**src/rtl/sprite_reg_writer.sv**
```systemverilog
// Buffers sprite-register updates in a FIFO and drains them as Avalon-MM writes
// only after the falling edge of vertical sync, so positions change between frames.
module sprite_reg_writer #(
    parameter int FIFO_DEPTH    = 16,
    parameter int ADDR_W        = 9,
    parameter int MAX_PER_FRAME = 16
) (
    input  logic                        clk,
    input  logic                        reset_n,
    input  logic                        upd_valid,
    output logic                        upd_ready,
    input  logic [ADDR_W-1:0]           upd_addr,
    input  logic [7:0]                  upd_data,
    input  logic                        en,
    input  logic                        vga_vs,
    output logic [ADDR_W-1:0]           avm_address,
    output logic [31:0]                 avm_writedata,
    output logic                        avm_write,
    output logic                        avm_chipselect,
    input  logic                        avm_waitrequest,
    output logic [$clog2(FIFO_DEPTH):0] fifo_count,
    output logic                        overflow,
    input  logic                        clear_overflow,
    output logic                        busy
);

    localparam int PW = $clog2(FIFO_DEPTH);
    localparam int CW = PW + 1;
    localparam int BW = $clog2(MAX_PER_FRAME + 1);

    typedef logic [ADDR_W+7:0] entry_t;
    typedef enum logic {IDLE, WRITE} state_t;

    state_t            state, state_d;
    entry_t            mem [FIFO_DEPTH];
    logic [PW-1:0]     rd_ptr, wr_ptr, rd_ptr_inc;
    logic [CW-1:0]     count, count_d;
    logic [BW-1:0]     beat_cnt, beat_d, beat_inc;
    logic              vs_q, trig, push, pop, more;
    logic              write_d;
    logic [ADDR_W-1:0] addr_d;
    logic [7:0]        data_d, wdata_q;
    entry_t            head, next_head;

    assign upd_ready      = (count != CW'(FIFO_DEPTH));
    assign push           = upd_valid && upd_ready;
    assign pop            = avm_write && !avm_waitrequest;
    assign count_d        = count + CW'(push) - CW'(pop);
    assign trig           = vs_q && !vga_vs;
    assign rd_ptr_inc     = rd_ptr + PW'(1);
    assign beat_inc       = beat_cnt + BW'(1);
    assign more           = (count_d != '0) && (beat_inc < BW'(MAX_PER_FRAME));
    assign head           = mem[rd_ptr];
    // With one entry left, the successor is the word being pushed this cycle and is not yet in mem.
    assign next_head      = (count == CW'(1) && push) ? {upd_addr, upd_data} : mem[rd_ptr_inc];

    assign avm_writedata  = {24'b0, wdata_q};
    assign avm_chipselect = avm_write;
    assign fifo_count     = count;
    assign busy           = (state == WRITE);

    always_comb begin
        state_d = state;
        write_d = avm_write;
        addr_d  = avm_address;
        data_d  = wdata_q;
        beat_d  = beat_cnt;
        case (state)
            IDLE: begin
                if (trig && en && count != '0) begin
                    state_d          = WRITE;
                    write_d          = 1'b1;
                    {addr_d, data_d} = head;
                    beat_d           = '0;
                end
            end
            WRITE: begin
                if (pop) begin
                    beat_d = beat_inc;
                    if (more) begin
                        {addr_d, data_d} = next_head;
                    end else begin
                        write_d = 1'b0;
                        state_d = IDLE;
                    end
                end
            end
            default: state_d = IDLE;
        endcase
    end

    always_ff @(posedge clk or negedge reset_n) begin
        if (!reset_n) begin
            state       <= IDLE;
            vs_q        <= 1'b1;
            avm_write   <= 1'b0;
            avm_address <= '0;
            wdata_q     <= '0;
            beat_cnt    <= '0;
            count       <= '0;
            rd_ptr      <= '0;
            wr_ptr      <= '0;
            overflow    <= 1'b0;
        end else begin
            state       <= state_d;
            vs_q        <= vga_vs;
            avm_write   <= write_d;
            avm_address <= addr_d;
            wdata_q     <= data_d;
            beat_cnt    <= beat_d;
            count       <= count_d;
            if (push) wr_ptr <= wr_ptr + PW'(1);
            if (pop)  rd_ptr <= rd_ptr_inc;
            if (clear_overflow)
                overflow <= 1'b0;
            else if (upd_valid && !upd_ready)
                overflow <= 1'b1;
        end
    end

    always_ff @(posedge clk) begin
        if (push) mem[wr_ptr] <= {upd_addr, upd_data};
    end

endmodule
```
**config.mk**
```make
export PLATFORM = sky130hd
export DESIGN_NAME = sprite_reg_writer
export DESIGN_NICKNAME = d
export VERILOG_FILES = /design/src/rtl/sprite_reg_writer.sv
export SDC_FILE = /design/constraint.sdc
export NUM_CORES = 1
export LEC_CHECK = 0
export CAP_MARGIN = 30
export CORE_MARGIN = 2
export CORE_UTILIZATION = 65
export CTS_BUF_LIST = sky130_fd_sc_hd__clkbuf_2
export DETAILED_ROUTE_END_ITERATION = 16
export DONT_BUFFER_PORTS = 1
export PLACE_DENSITY = 0.88
export REMOVE_ABC_BUFFERS = 1
export SLEW_MARGIN = 20
export SYNTH_ARGS = -nofsm -noshare
export SYNTH_HDL_FRONTEND = slang
export SYNTH_SLANG_ARGS = --single-unit
```
**constraint.sdc**
```tcl
create_clock -name clk -period 4.5 [get_ports clk]
set_input_delay 0.9 -clock clk [delete_from_list [all_inputs] [get_ports clk]]
set_output_delay 0.9 -clock clk [all_outputs]
set_load 0.02 [all_outputs]
```
==> reports/summary.md <==
The run finished with clean final reports. The average via count per standard cell was 7.28; the share of flip-flops with an asynchronous set or reset was 0.125. Entering global routing, the biggest net connects 60 pins. The power density over the cells is 702 nW/um^2, and the reported leakage power is 5.35 nW. The synthesized design contains 272 enable-type register cells.

At the worst endpoint, the required time is 5.18 ns. Counting every instance in the synthesized netlist gives 809. The run gives 55.0 mm as the global-route wire length before repair. Setup repair after global routing left no endpoint under its margin. The count of cells in the finished layout, fillers not included, comes to 1,209.

The number of global-route vias before repair is 9,426. The combined global-route utilization of all metal layers was 0.317. The run gives 8 as the number of search-and-repair iterations in the first detailed-routing pass. The critical path's slowest cell is sky130_fd_sc_hd__dfrtp_1. The number of clock buffers added by TritonCTS is 76.

After synthesis, the netlist uses 45 different library cells. The synthesis-to-layout area growth is 7.63%, and the count of routing violations after the opening detailed-route iteration is 1,258. Once detailed placement completed, the half-perimeter wirelength came to 20.6 mm.

The number of nets still failing antenna checks after routing was 0; the portion of total power attributed to sequential cells was 0.376. STA classifies the critical path endpoint as a flip-flop. The proportion of layout cells with a drive suffix above 1 works out to 0.375. The maximum fanout along the worst path is 17.

Port buffering added 0 buffers. Relative slew slack: 0.422. The internal power component was 0.00683 W. The proportion of synthesized chip area in sequential cells is 0.627, and the number of sinks on the clock net is 311.

The maximum count of clock buffers along a single path was 3; the total I/O pin count was 75. The final layout contains routed wiring with a total length of 36.3 mm. The highest attainable clock frequency was 236 MHz; the setup TNS was 0 ns.

The floorplan has 54 rows. Starting density of the core: 0.665. In this run the number of H-tree levels came out at 3. For the pin with the worst max-slew slack, the measured transition is 0.867 ns.

The run gives 0.561 mV as the peak supply drop. The part of the power in combinational logic is 0.448, and the final clock skew is 0.134 ns. The number of antenna violations at the first check in global routing was 1. Setup violations remaining at the end of the flow were counted as 0. The final cycle utilization of the critical path is 0.941, and the post-synthesis area per instance is 18.0 um^2.

The critical path buffer and inverter count came out at 5. The class of the tightest hold or removal check was input pin to flip-flop. The register bit count reported by yosys came out at 311.

The endpoint arrival time on the critical path is 4.91 ns, and the overflow left after global routing is 0. Clock-pin slew was measured on the worst setup and hold paths at 0.11 ns. The clock share of power was 0.176; the detailed-route wire length per cell was 30.0 um. From left edge to right edge, the die measures 154 um.

The die covers 23,700 um^2. The logs give 0 for the final count of hold timing violations and 0 for the number of warnings reported in the yosys synthesis log. The critical path goes through inv_1, ha_1, nand2b_1, nor2_1, nand2_1, and2_1, inv_2, ha_1, inv_1, ha_1, inv_1, fa_1, nand2b_1, a21oi_1, xnor2_1, o41ai_2, o21a_1, buf_6, mux2_2. The number of placed instances, taps included, is 1,065.

The tools report the utilization after layout as 0.715. After floorplanning, the core was sized to cover 22,000 um^2. In this run the power spent charging and discharging nets is 0.00421 W.

The routability congestion estimate is 0.844. Kind of cell with the highest combined delay on the critical path: adder cells. The tool flagged a number of max-cap violations equal to 0. The total number of vias was 8,805.

The cell sitting at the root of the clock tree is a sky130_fd_sc_hd__clkbuf_2. The net switching fraction of the power was 0.381. On the worst path, the slowest cell contributes a delay of 0.49 ns. The routed design could run at a clock period as short as 4.24 ns.

The synthesized netlist occupies a cell area of 14,600 um^2. STA classifies the critical path startpoint as a flip-flop. TritonCTS built the clock tree.

At the later pin of the worst-skew pair, clock insertion delay measures 0.91 ns. The most used flip-flop cell after synthesis is sky130_fd_sc_hd__edfxtp_1. At the end of the flow, the number of nets in the layout was 904. The critical path is of the flip-flop to flip-flop type. After detailed routing, the number of remaining DRC violations is 0. The run gives 0 as the number of pins exceeding their max-slew limit in the final report. The run gives 0.0813 ns as the worst hold-check slack.

The vertical die dimension was 154 um.
-- metrics by stage --
step	total power [W]	setup slack, ns	area, um^2
global route	0.0115	0.0131	15700
CTS	0.0110	0.127	15700
floorplan	0.00793	-3.99	14200
global placement	0.00874	0.480	14900
detailed placement	0.00906	0.253	14900
finish	0.0110	0.263	15700
-- what timing repair did --
item,4_1_cts,5_1_grt
setup buffers,0,0
hold buffers,4,0
gates resized for setup,0,2
endpoints found under the hold margin,41,0
setup endpoints to repair,0,17
-- layout make-up --
type	count	area (um^2)
tap	280	350
timing repair buffer	41	382
antenna	1	2.50
inverter	16	60.1
clock inverter	14	106
sequential	311	9150
multi-input combinational	421	5030
clock buffer	125	626
fill	1259	6250
-- final timing paths --
path	start	to	slack, ns	depth (start not counted)
hold / removal	upd_addr[2]	mem[9][10]	0.08	0
setup / recovery	fifo_count[3]	wdata_q[1]	0.26	19
min in group asynchronous	reset_n	overflow	0.50	2
max in group asynchronous	reset_n	avm_address[0]	3.66	2
setup reg to reg	fifo_count[3]	wdata_q[1]	0.26	19
hold reg to reg	beat_cnt[0]	beat_cnt[0]	0.55	1
-- cells by family (layout without fill, tap and decap cells) --
family          after synthesis  in the layout  synth area share
other cells                   1             25          0.000257
fa+ha+maj                    13             13            0.0117
xor+xnor                     13             13           0.00780
flops                       311            311             0.627
compound gates               86             86            0.0496
mux                         154            154             0.224
buf+inv                     100            196            0.0392
simple gates                131            131            0.0412
-- registers in the layout, summed over array words and instances (netlist names) --
| signal | cells |
|---|---|
| vs_q | 1 |
| avm_chipselect | 1 |
| avm_address | 9 |
| mem | 272 |
| beat_cnt | 5 |
| wdata_q | 8 |
| fifo_count | 5 |
| overflow | 1 |
| rd_ptr | 4 |
| busy | 1 |
| wr_ptr | 4 |
-- Yosys cell counts (2+ instances only) --
library cell,instances,share of area
sky130_fd_sc_hd__buf_1,4,0.0010
sky130_fd_sc_hd__and2_1,6,0.0026
sky130_fd_sc_hd__nand2b_1,7,0.0030
sky130_fd_sc_hd__clkbuf_1,23,0.0059
sky130_fd_sc_hd__o21a_1,2,0.0010
sky130_fd_sc_hd__nor3_1,8,0.0027
sky130_fd_sc_hd__a21o_1,2,0.0010
sky130_fd_sc_hd__edfxtp_1,272,0.56
sky130_fd_sc_hd__a222oi_1,17,0.012
sky130_fd_sc_hd__nor2b_1,4,0.0017
sky130_fd_sc_hd__xor2_1,6,0.0036
sky130_fd_sc_hd__ha_1,12,0.010
sky130_fd_sc_hd__mux4_2,136,0.21
sky130_fd_sc_hd__mux2_2,18,0.014
sky130_fd_sc_hd__nand3_1,21,0.0072
sky130_fd_sc_hd__inv_2,2,0.00051
sky130_fd_sc_hd__nand4_1,3,0.0013
sky130_fd_sc_hd__a21oi_1,2,0.00069
sky130_fd_sc_hd__a31oi_1,18,0.0077
sky130_fd_sc_hd__buf_2,19,0.0065
sky130_fd_sc_hd__buf_4,31,0.016
sky130_fd_sc_hd__o21ai_0,4,0.0014
sky130_fd_sc_hd__dfrtp_1,38,0.065
sky130_fd_sc_hd__xnor2_1,7,0.0042
sky130_fd_sc_hd__buf_6,6,0.0046
sky130_fd_sc_hd__o221ai_1,17,0.010
sky130_fd_sc_hd__o22a_1,17,0.010
sky130_fd_sc_hd__nand2_1,64,0.016
sky130_fd_sc_hd__inv_1,14,0.0036
sky130_fd_sc_hd__nor2_1,10,0.0026
sky130_fd_sc_hd__nor4_1,5,0.0021
-- metal layers --
layer	track usage	up-vias	routed length, um
li1	-	3482	-
met1	0.389	4378	11500
met2	0.499	793	17700
met3	0.118	152	5180
met4	0.169	0	1880
met5	0	-	0
-- power groups by stage --
stage / Combinational [W] / Sequential [W] / Clock [W]
after floorplan: 0.00365 / 0.00428 / 0
after global placement: 0.00459 / 0.00415 / 0
after detailed placement: 0.00485 / 0.00420 / 0
after CTS: 0.00491 / 0.00414 / 0.00197
after global routing: 0.00522 / 0.00420 / 0.00211
final: 0.00494 / 0.00415 / 0.00195
-- cell usage in the layout (no fill, tap or decap), types with 2 or more instances in the layout --
| cell | synthesis | final |
|---|---|---|
| sky130_fd_sc_hd__clkbuf_2 | 0 | 125 |
| sky130_fd_sc_hd__inv_2 | 2 | 5 |
| sky130_fd_sc_hd__buf_4 | 31 | 32 |
| sky130_fd_sc_hd__nor2_1 | 10 | 6 |
| sky130_fd_sc_hd__inv_1 | 14 | 13 |
| sky130_fd_sc_hd__nand2b_1 | 7 | 7 |
| sky130_fd_sc_hd__a21o_1 | 2 | 2 |
| sky130_fd_sc_hd__dlygate4sd3_1 | 0 | 3 |
| sky130_fd_sc_hd__and2_1 | 6 | 6 |
| sky130_fd_sc_hd__o21a_1 | 2 | 2 |
| sky130_fd_sc_hd__nand2_1 | 64 | 64 |
| sky130_fd_sc_hd__a21oi_1 | 2 | 2 |
| sky130_fd_sc_hd__nor4_2 | 0 | 4 |
| sky130_fd_sc_hd__a222oi_1 | 17 | 17 |
| sky130_fd_sc_hd__conb_1 | 1 | 24 |
| sky130_fd_sc_hd__nand4_1 | 3 | 3 |
| sky130_fd_sc_hd__buf_12 | 0 | 2 |
| sky130_fd_sc_hd__clkinv_1 | 0 | 9 |
| sky130_fd_sc_hd__dfrtp_1 | 38 | 36 |
| sky130_fd_sc_hd__edfxtp_1 | 272 | 272 |
| sky130_fd_sc_hd__nor3_2 | 0 | 4 |
| sky130_fd_sc_hd__o22a_1 | 17 | 17 |
| sky130_fd_sc_hd__nand3_1 | 21 | 21 |
| sky130_fd_sc_hd__nor3_1 | 8 | 4 |
| sky130_fd_sc_hd__mux4_2 | 136 | 136 |
| sky130_fd_sc_hd__a31oi_1 | 18 | 18 |
| sky130_fd_sc_hd__buf_16 | 0 | 2 |
| sky130_fd_sc_hd__xnor2_1 | 7 | 7 |
| sky130_fd_sc_hd__ha_1 | 12 | 11 |
| sky130_fd_sc_hd__bufinv_16 | 0 | 2 |
| sky130_fd_sc_hd__o21ai_0 | 4 | 4 |
| sky130_fd_sc_hd__mux2_2 | 18 | 18 |
| sky130_fd_sc_hd__xor2_1 | 6 | 6 |
| sky130_fd_sc_hd__nor2b_1 | 4 | 4 |
| sky130_fd_sc_hd__o221ai_1 | 17 | 17 |
| sky130_fd_sc_hd__nor2_2 | 0 | 4 |
Note: power is estimated with default switching activity, not from simulation.
